## src/rtl/vh_unpack_pkg.sv

```systemverilog
// Shared layout helpers for the vloghammer result-bus unpacker.
// Field k spans field_width(k) bits ending at field_msb(k) inside the 90-bit vector.
package vh_unpack_pkg;

    localparam int NUM_FIELDS = 18;
    localparam int VEC_W      = 90;
    localparam int IDX_W      = 5;
    localparam int MAX_FW     = 6;

    typedef enum logic {
        IDLE   = 1'b0,
        STREAM = 1'b1
    } state_t;

    function automatic int field_width(input int k);
        return 4 + (k % 3);
    endfunction

    // Each group of three fields (4+5+6 bits) occupies 15 bits, packed from the top down.
    function automatic int field_msb(input int k);
        int off;
        case (k % 3)
            0:       off = 0;
            1:       off = 4;
            default: off = 9;
        endcase
        return (VEC_W - 1) - 15 * (k / 3) - off;
    endfunction

    function automatic logic field_is_signed(input int k);
        return ((k / 3) % 2) == 1;
    endfunction

endpackage

```

## src/rtl/vh_field_extract.sv

```systemverilog
// Combinational field selector: picks field idx out of the held vector and extends it.
// Parity output exists only when VH_UNPACK_PARITY_EN is defined.
module vh_field_extract
    import vh_unpack_pkg::*;
#(
    parameter int OUT_W = 8
) (
    input  logic [VEC_W-1:0] hold,
    input  logic [IDX_W-1:0] idx,
    output logic [OUT_W-1:0] field,
    output logic             is_signed
`ifdef VH_UNPACK_PARITY_EN
    ,
    output logic             par
`endif
);

    logic [MAX_FW-1:0] raw;
    logic              sign_bit;
    int                k;
    int                w;
    int                lsb;

    always_comb begin
        k         = int'(idx);
        w         = field_width(k);
        lsb       = field_msb(k) - w + 1;
        raw       = '0;
        for (int i = 0; i < MAX_FW; i++) begin
            if (i < w) begin
                raw[i] = hold[lsb + i];
            end
        end
        is_signed = field_is_signed(k);
        sign_bit  = is_signed & raw[w - 1];
        // Fill with the extension bit first, then overlay the raw field bits.
        field     = {OUT_W{sign_bit}};
        for (int i = 0; i < MAX_FW; i++) begin
            if (i < w) begin
                field[i] = raw[i];
            end
        end
    end

`ifdef VH_UNPACK_PARITY_EN
    assign par = ^raw;
`endif

endmodule

```

## src/rtl/vh_result_unpacker.sv

```systemverilog
// Streams the 18 fields of a vloghammer result vector and emits a rotate-XOR signature.
// Define VH_UNPACK_PARITY_EN to add out_par and fold field parity into the signature MSB.
module vh_result_unpacker
    import vh_unpack_pkg::*;
#(
    parameter int OUT_W = 8,
    parameter int SIG_W = 32
) (
    input  logic             clk,
    input  logic             rst_n,
    input  logic             in_valid,
    output logic             in_ready,
    input  logic [VEC_W-1:0] in_data,
    output logic             out_valid,
    input  logic             out_ready,
    output logic [IDX_W-1:0] out_idx,
    output logic [OUT_W-1:0] out_field,
    output logic             out_signed,
    output logic             out_last,
`ifdef VH_UNPACK_PARITY_EN
    output logic             out_par,
`endif
    output logic             sig_valid,
    output logic [SIG_W-1:0] sig_data
);

    state_t           state;
    state_t           state_next;
    logic [IDX_W-1:0] idx;
    logic [VEC_W-1:0] hold;
    logic [SIG_W-1:0] sig;
    logic [SIG_W-1:0] sig_step;
    logic [OUT_W-1:0] ext_field;
    logic             ext_signed;
    logic             beat;
    logic             last;
`ifdef VH_UNPACK_PARITY_EN
    logic             ext_par;
`endif

    vh_field_extract #(
        .OUT_W(OUT_W)
    ) u_extract (
        .hold      (hold),
        .idx       (idx),
        .field     (ext_field),
        .is_signed (ext_signed)
`ifdef VH_UNPACK_PARITY_EN
        ,
        .par       (ext_par)
`endif
    );

    always_comb begin
        state_next = state;
        in_ready   = (state == IDLE);
        out_valid  = (state == STREAM);
        last       = (idx == IDX_W'(NUM_FIELDS - 1));
        beat       = out_valid & out_ready;
        // Presented outputs are forced to zero outside STREAM so IDLE looks like reset.
        out_idx    = out_valid ? idx : '0;
        out_field  = out_valid ? ext_field : '0;
        out_signed = out_valid & ext_signed;
        out_last   = out_valid & last;
`ifdef VH_UNPACK_PARITY_EN
        out_par    = out_valid & ext_par;
        sig_step   = {sig[SIG_W-2:0], sig[SIG_W-1]} ^ SIG_W'(ext_field)
                     ^ {ext_par, {(SIG_W-1){1'b0}}};
`else
        sig_step   = {sig[SIG_W-2:0], sig[SIG_W-1]} ^ SIG_W'(ext_field);
`endif
        case (state)
            IDLE: begin
                if (in_valid) begin
                    state_next = STREAM;
                end
            end
            STREAM: begin
                if (beat && last) begin
                    state_next = IDLE;
                end
            end
            default: state_next = IDLE;
        endcase
    end

    always_ff @(posedge clk or negedge rst_n) begin
        if (!rst_n) begin
            state     <= IDLE;
            idx       <= '0;
            hold      <= '0;
            sig       <= '0;
            sig_valid <= 1'b0;
            sig_data  <= '0;
        end else begin
            state     <= state_next;
            sig_valid <= 1'b0;
            if (state == IDLE) begin
                if (in_valid) begin
                    hold <= in_data;
                    idx  <= '0;
                    sig  <= '0;
                end
            end else if (beat) begin
                sig <= sig_step;
                if (last) begin
                    idx       <= '0;
                    sig_valid <= 1'b1;
                    sig_data  <= sig_step;
                end else begin
                    idx <= idx + IDX_W'(1);
                end
            end
        end
    end

endmodule

```

## config.mk

```make
export PLATFORM = sky130hd
export DESIGN_NAME = vh_result_unpacker
export DESIGN_NICKNAME = d
export VERILOG_FILES = /design/src/rtl/vh_unpack_pkg.sv /design/src/rtl/vh_field_extract.sv /design/src/rtl/vh_result_unpacker.sv
export SDC_FILE = /design/constraint.sdc
export NUM_CORES = 1
export LEC_CHECK = 0
export CAP_MARGIN = 0
export CELL_PAD_IN_SITES_DETAIL_PLACEMENT = 0
export CELL_PAD_IN_SITES_GLOBAL_PLACEMENT = 2
export CORE_MARGIN = 2
export CORE_UTILIZATION = 39
export CTS_BUF_LIST = sky130_fd_sc_hd__clkbuf_4 sky130_fd_sc_hd__clkbuf_8
export DETAILED_ROUTE_END_ITERATION = 12
export PLACE_DENSITY_LB_ADDON = 0.1
export SETUP_SLACK_MARGIN = 0.3
export SYNTH_ARGS = -nofsm -noshare
export SYNTH_HDL_FRONTEND = slang
export SYNTH_SLANG_ARGS = --single-unit
```

## constraint.sdc

```tcl
create_clock -name clk -period 19.25 [get_ports clk]
set_input_delay 5.775 -clock clk [delete_from_list [all_inputs] [get_ports clk]]
set_output_delay 5.775 -clock clk [all_outputs]
set_load 0.05 [all_outputs]
```

# --- Word level (Yosys, flattened, before mapping) ---
# Index checks and enable logic that the tools add are counted.
word_totals:
  ff_bits: 161
  output_inout_bits: 50
  inputBits: 94
  wordCells: 100
op_classes:
  n_addsub: 12
  bitwise: 7
  div_mod_pow: 2
  n_reduce_logical: 6
  n_lt_le_gt_ge: 13
  n_mul: 1
  eq_ne: 4
  mux: 49
ops:
  columns: ["cell", "n"]
  rows:
  - ["< comparator 32 x 9 -> 1 bit (second input constant)", 6]
  - ["two-way mux 32 bit", 3]
  - ["adder 32 x 2 -> 32 bit (second input constant)", 2]
  - ["adder 32 x 3 -> 32 bit (second input constant)", 2]
  - ["adder 32 x 4 -> 32 bit (second input constant)", 2]
  - ["< comparator 3 x 32 -> 1 bit (first input constant)", 2]
  - ["< comparator 4 x 32 -> 1 bit (first input constant)", 2]
  - ["binary-select mux 1 bit (select 7 bit)", 6]
  - ["adder 4 x 32 -> 32 bit (first input constant)", 1]
  - ["divider 6 x 3 -> 32 bit (second input constant)", 1]
  - ["equality test 32 x 1 -> 1 bit (second input constant)", 1]
  - ["zero test 32 bit", 1]
  - ["< comparator 1 x 32 -> 1 bit (first input constant)", 1]
  - ["< comparator 2 x 32 -> 1 bit (first input constant)", 1]
  - ["< comparator 32 x 5 -> 1 bit (second input constant)", 1]
  - ["modulo 6 x 3 -> 32 bit (second input constant)", 1]
  - ["multiplier 5 x 32 -> 32 bit (first input constant)", 1]
  - ["subtractor 32 x 2 -> 32 bit (second input constant)", 1]
  - ["subtractor 32 bit", 1]
  - ["subtractor 32 x 5 -> 32 bit", 1]
  - ["subtractor 8 x 32 -> 32 bit (first input constant)", 1]
  - ["XOR 32 x 8 -> 32 bit", 1]
  - ["two-way mux 1 bit", 31]
  - ["two-way mux 5 bit", 5]
  - ["14 further kinds", 19]

# --- Depth between registers and ports, before layout ---
logic_depth:
  depth_word: 19
  ltp_mapped: 46

# --- By module ---
# From an unflattened synthesis, not the netlist that was laid out.
hier_totals:
  cells_unflattened: 994
  area_unflattened_um2: 12510.7
modules_own_cells:
  columns: ["module", "area_each_um2", "cells_per_inst", "instances"]
  rows:
  - ["vh_result_unpacker", 6373.6, 391, 1]
  - ["vh_field_extract", 6137.1, 603, 1]

# --- Worst setup path before layout ---
# Ideal clock, no wire load.
synth_timing:
  kind: "register to output"
  start: "register idx[3]"
  end: "output out_field[5]"
  arrival_ns: 10.365
  required_ns: 13.475
  path_slack_ns: 3.110
  path_stages_with_launch: 43
  path_cell_list: "dfrtp_1 buf_4 clkbuf_1 clkbuf_1 ha_1 buf_2 nor2b_1 o21ai_0 a22o_1 ha_1 buf_2 a221oi_4 and4_1 nor2_1 ha_1 o32ai_1 nand3_1 xnor2_1 [7 not listed] fa_1 inv_1 fa_1 fa_1 inv_1 ha_1 xor2_2 clkbuf_1 nand4_1 xnor2_1 or3_1 a211o_1 a221oi_1 o21ai_2 o2bb2ai_2 buf_6 nor2_1 a211oi_1"
synth_between:
  elab_chain_cells: 17
  elab_cells_between_ends: 55
  classes_between: "add/sub: 11; mul: 1; div: 2; order compare: 6; eq/ne: 2; mux: 30; bitwise: 2; reduce/logical: 1"
synth_lines:
  columns: ["element", "line", "source"]
  rows:
  - ["start: declaration", "vh_result_unpacker.sv:29", "logic [IDX_W-1:0] idx;"]
  - ["start signal: assignment", "vh_result_unpacker.sv:111", "idx <= idx + IDX_W'(1);"]
  - ["divider 6 x 3 -> 32 bit / modulo 6 x 3 -> 32 bit (equally long branches)", null, null]
  - ["multiplier 5 x 32 -> 32 bit, or another cell as far along", "vh_unpack_pkg.sv:27", "return (VEC_W - 1) - 15 * (k / 3) - off;"]
  - ["subtractor 8 x 32 -> 32 bit / case mux 4 bit (2 select lines) (equally long branches)", "vh_unpack_pkg.sv:27, vh_unpack_pkg.sv:22", null]
  - ["subtractor 32 x 5 -> 32 bit", "vh_unpack_pkg.sv:27", null]
  - ["subtractor 32 bit", "vh_field_extract.sv:27", "lsb = field_msb(k) - w + 1;"]
  - ["adder 32 x 2 -> 32 bit", "vh_field_extract.sv:27", null]
  - ["adder 32 x 2 -> 32 bit, or another cell as far along", "vh_field_extract.sv:31", "raw[i] = hold[lsb + i];"]
  - ["binary-select mux 1 bit (select 7 bit)", "vh_field_extract.sv:31", null]
  - ["two-way mux 1 bit (not written as such) (2 in series)", "vh_field_extract.sv:31", null]
  - ["two-way mux 1 bit", "vh_field_extract.sv:30", "if (i < w) begin"]
  - ["binary-select mux 1 bit (select 3 bit)", "vh_field_extract.sv:35", "sign_bit = is_signed & raw[w - 1];"]
  - ["two-way mux 1 bit (not written as such) (2 in series)", "vh_field_extract.sv:35", null]
  - ["AND 1 bit", "vh_field_extract.sv:35", null]
  - ["two-way mux 1 bit (*)", "vh_field_extract.sv:39", "if (i < w) begin"]
  - ["two-way mux 8 bit (*)", "vh_result_unpacker.sv:62", "out_field = out_valid ? ext_field : '0;"]
  - ["end: declaration", "vh_result_unpacker.sv:17", "output logic [OUT_W-1:0] out_field,"]
# Mark *: on every way between the ends. The rest lies on a longest branch, timed or not. The select of a mux whose other input is x is not followed.

# --- Worst setup path after layout ---
# Ends and elaborated chain as after synthesis.

==> out/metrics.cfg <==
[detailed_routing]
vias = 9314
routed_wl_um = 33700
top_layer_used = met5
met1Wirelength_um = 15900
drt-initial-drc-count = 768
remaining_drc_errors = 0
routed-wl-met3_um = 2190
wl_met2_um = 14900
dr.pass1.iters = 4
avgRoutedWirePerCell_um = 21.0
ant_nets = 0
vias_per_cell = 5.81

[placement]
place.gp.congestion = 0.834
dp_hpwl_um = 24700
io_buffers = 143

[clock_tree]
clock_path_buffers = 2
cts_sinks = 161
cts_tree = yes
root_buffer = clkbuf_8
clkTransAtPathRegs_ns = 0.10
htreeDepth = 4
cts_buffers = 17
clk_latency_ns = 0.50

[timing]
fmax_mhz = 55.5
rsz0062_at_grt = false
slew_violations = 0
hold_viol = 0
worst_pin_slew_ns = 1.25
setup_viol = 0
final.setup.tns_ns = 0
skew_ns = 0.0137
fin_hold_ws_ns = 0.485
final.min_clock_period_ns = 18.03
relSlewSlack = 0.159
fin_crit_sh = 0.937

[worst_setup_path]
worstSetupPathType = flop to output port
cpMostUsedCell = ha_1
slowest_stage = fa_1
crit_path_end_kind = output port
worstPathMaxFanout = 23
cpPeakStageDelay_ns = 0.86
arrival_ns = 12.25
worst_setup_path_start_kind = flop
critPathRequiredTime_ns = 13.47

[yosys]
synth_ff_type = dfrtp_1
synth_edf_count = 0
synthArstFlopShare = 1.00
seq_area_frac_synth = 0.328
ys_warn_count = 0
synthCells = 1079
syn-mean-instance-area_um2 = 11.4
yosysTopAreaCell = dfrtp_1
ys_ff_latch = 161
synthTopCellsByArea = dfrtp_1 (33%), mux4_2 (20%), mux2_2 (9.2%), nand2_1 (4.3%), ha_1 (4.0%)
synth.cell_area_um2 = 12300
yosysUniqueCellTypes = 79
synth_top_area_frac = 0.328
synth_nets = 1224

[global_route]
grt_pass1_wl_um = 53900
antenna_found_initial = 3
grt_max_degree = 100
grtUsageTotal = 0.210
grt_pass1_vias = 9385
overflow = 0

[layout]
fillers = 2922
finalNetCount = 1331
syn_to_final_growth_pct = 17.6
final_layout_size_suffix_gt1_frac = 0.241

[hold_path]
hp-class = flop to flop

[floorplan]
dieArea_um2 = 33000
initial_core_util = 0.393
die_width_um = 182
die_h_um = 182
ios = 144
coreArea_um2 = 31300
row_count = 65

[run_status]
status = finished, final reports clean

[job]
drv_cap = 0

[layer usage]
metal | up-vias | GRT usage
met3 | 30 | 0.0513
met1 | 4725 | 0.308
met5 | - | 0
met4 | 2 | 0.0634
li1 | 4273 | -
met2 | 284 | 0.308
[what timing repair did]
action / in CTS / in global routing
resized for setup: 0 / 2
hold buffers: 0 / 0
setup endpoints to repair: 0 / 3
setup buffers: 0 / 0
[path summary, 6_finish.rpt]
kind                                         startpoint                       to  slack [ns]  cells after the start
worst max register to register       idx[3]$_DFFE_PN0P_  sig_data[7]$_DFFE_PN0P_        7.93                     34
max in group asynchronous                         rst_n       sig[0]$_DFFE_PN0P_       12.48                      2
worst min-delay path            sig_data[9]$_DFFE_PN0P_  sig_data[9]$_DFFE_PN0P_        0.49                      2
worst min register to register  sig_data[9]$_DFFE_PN0P_  sig_data[9]$_DFFE_PN0P_        0.49                      2
worst max-delay path                 idx[3]$_DFFE_PN0P_             out_field[5]        1.22                     36
min in group asynchronous                         rst_n     hold[37]$_DFFE_PN0P_        5.39                      1
[cells in the final DEF, fill, tap and decap left out, types with 4 or more instances in the layout]
cell type / count
a21o_1: 6
and3_1: 8
a222oi_1: 4
inv_6: 5
a22o_1: 30
nand3_1: 17
nand4_1: 6
mux2i_1: 23
nor2b_1: 8
nand2b_1: 9
nor2_1: 49
xor2_1: 11
inv_8: 4
buf_4: 17
fa_1: 12
inv_1: 48
clkbuf_8: 17
a31oi_1: 9
and2_1: 12
mux2_2: 100
ha_1: 38
nand2_1: 140
mux4_2: 111
a22oi_1: 6
a21oi_1: 29
nor3_1: 12
dfrtp_1: 161
a211oi_1: 14
a221oi_1: 4
clkdlybuf4s50_1: 142
a211o_1: 4
o21ai_0: 27
xnor2_1: 23
o21a_1: 4
o21bai_1: 4
[worst max-delay path: cells and delay by family, from the launching register on]
kind | cells | cell delay [ns]
adders and majority gates | 11 | 4.35
and+or+nand+nor | 7 | 1.31
buffers and inverters | 4 | 1.11
DFF | 1 | 0.81
AOI/OAI and AO/OA | 10 | 2.64
muxes | 3 | 1.25
xor gates and xnor gates | 1 | 0.24
[cell families after synthesis]
logic type,after synthesis,synth area share
AND/OR/NAND/NOR,283,0.105
buffers and inverters,123,0.0429
XOR/XNOR,41,0.0338
flip-flops,161,0.328
adder cells (fa/ha/maj),52,0.0601
multiplexers,236,0.316
AO/OA/AOI/OAI,183,0.114
[final cells by class]
type,count,area (µm²),area share
Inverter,51,191,0.0132
Sequential cell,161,4030,0.278
Clock inverter,15,166,0.0115
Multi-Input combinational cell,795,7780,0.538
Tap cell,402,503,0.0348
Antenna cell,2,5.00,0.000346
Clock buffer,17,234,0.0162
Timing Repair Buffer,160,1560,0.108
[sequential cells by signal (all words and copies together) (netlist names)]
name and cells:
sig_valid 1, hold 90, out_valid 1, idx 5
sig 32, sig_data 32
[synth_stat cells (14+ instances only)]
master	instances
buf_2	14
a22o_1	30
nor2_1	50
inv_1	48
mux2i_1	23
dfrtp_1	161
nand2_1	140
o21ai_0	27
mux4_2	111
ha_1	39
a211oi_1	14
a21oi_1	29
xnor2_1	24
clkbuf_1	45
nand3_1	17
mux2_2	100
[through the flow]
stage / cells / utilization / area [µm²] / setup slack, ns
after floorplan: 1079 / - / 12300 / 3.11
after global placement: 1569 / 0.449 / 14000 / 2.02
after detailed placement: 1569 / 0.449 / 14000 / 1.83
after CTS: 1601 / 0.461 / 14400 / 1.21
after global routing: 1603 / 0.462 / 14500 / 0.354
final: 1603 / 0.462 / 14500 / 1.22
Power is left out: the tool's default activity adds up to more than one toggle a clock period on the data nets, which glitch-free logic cannot reach.
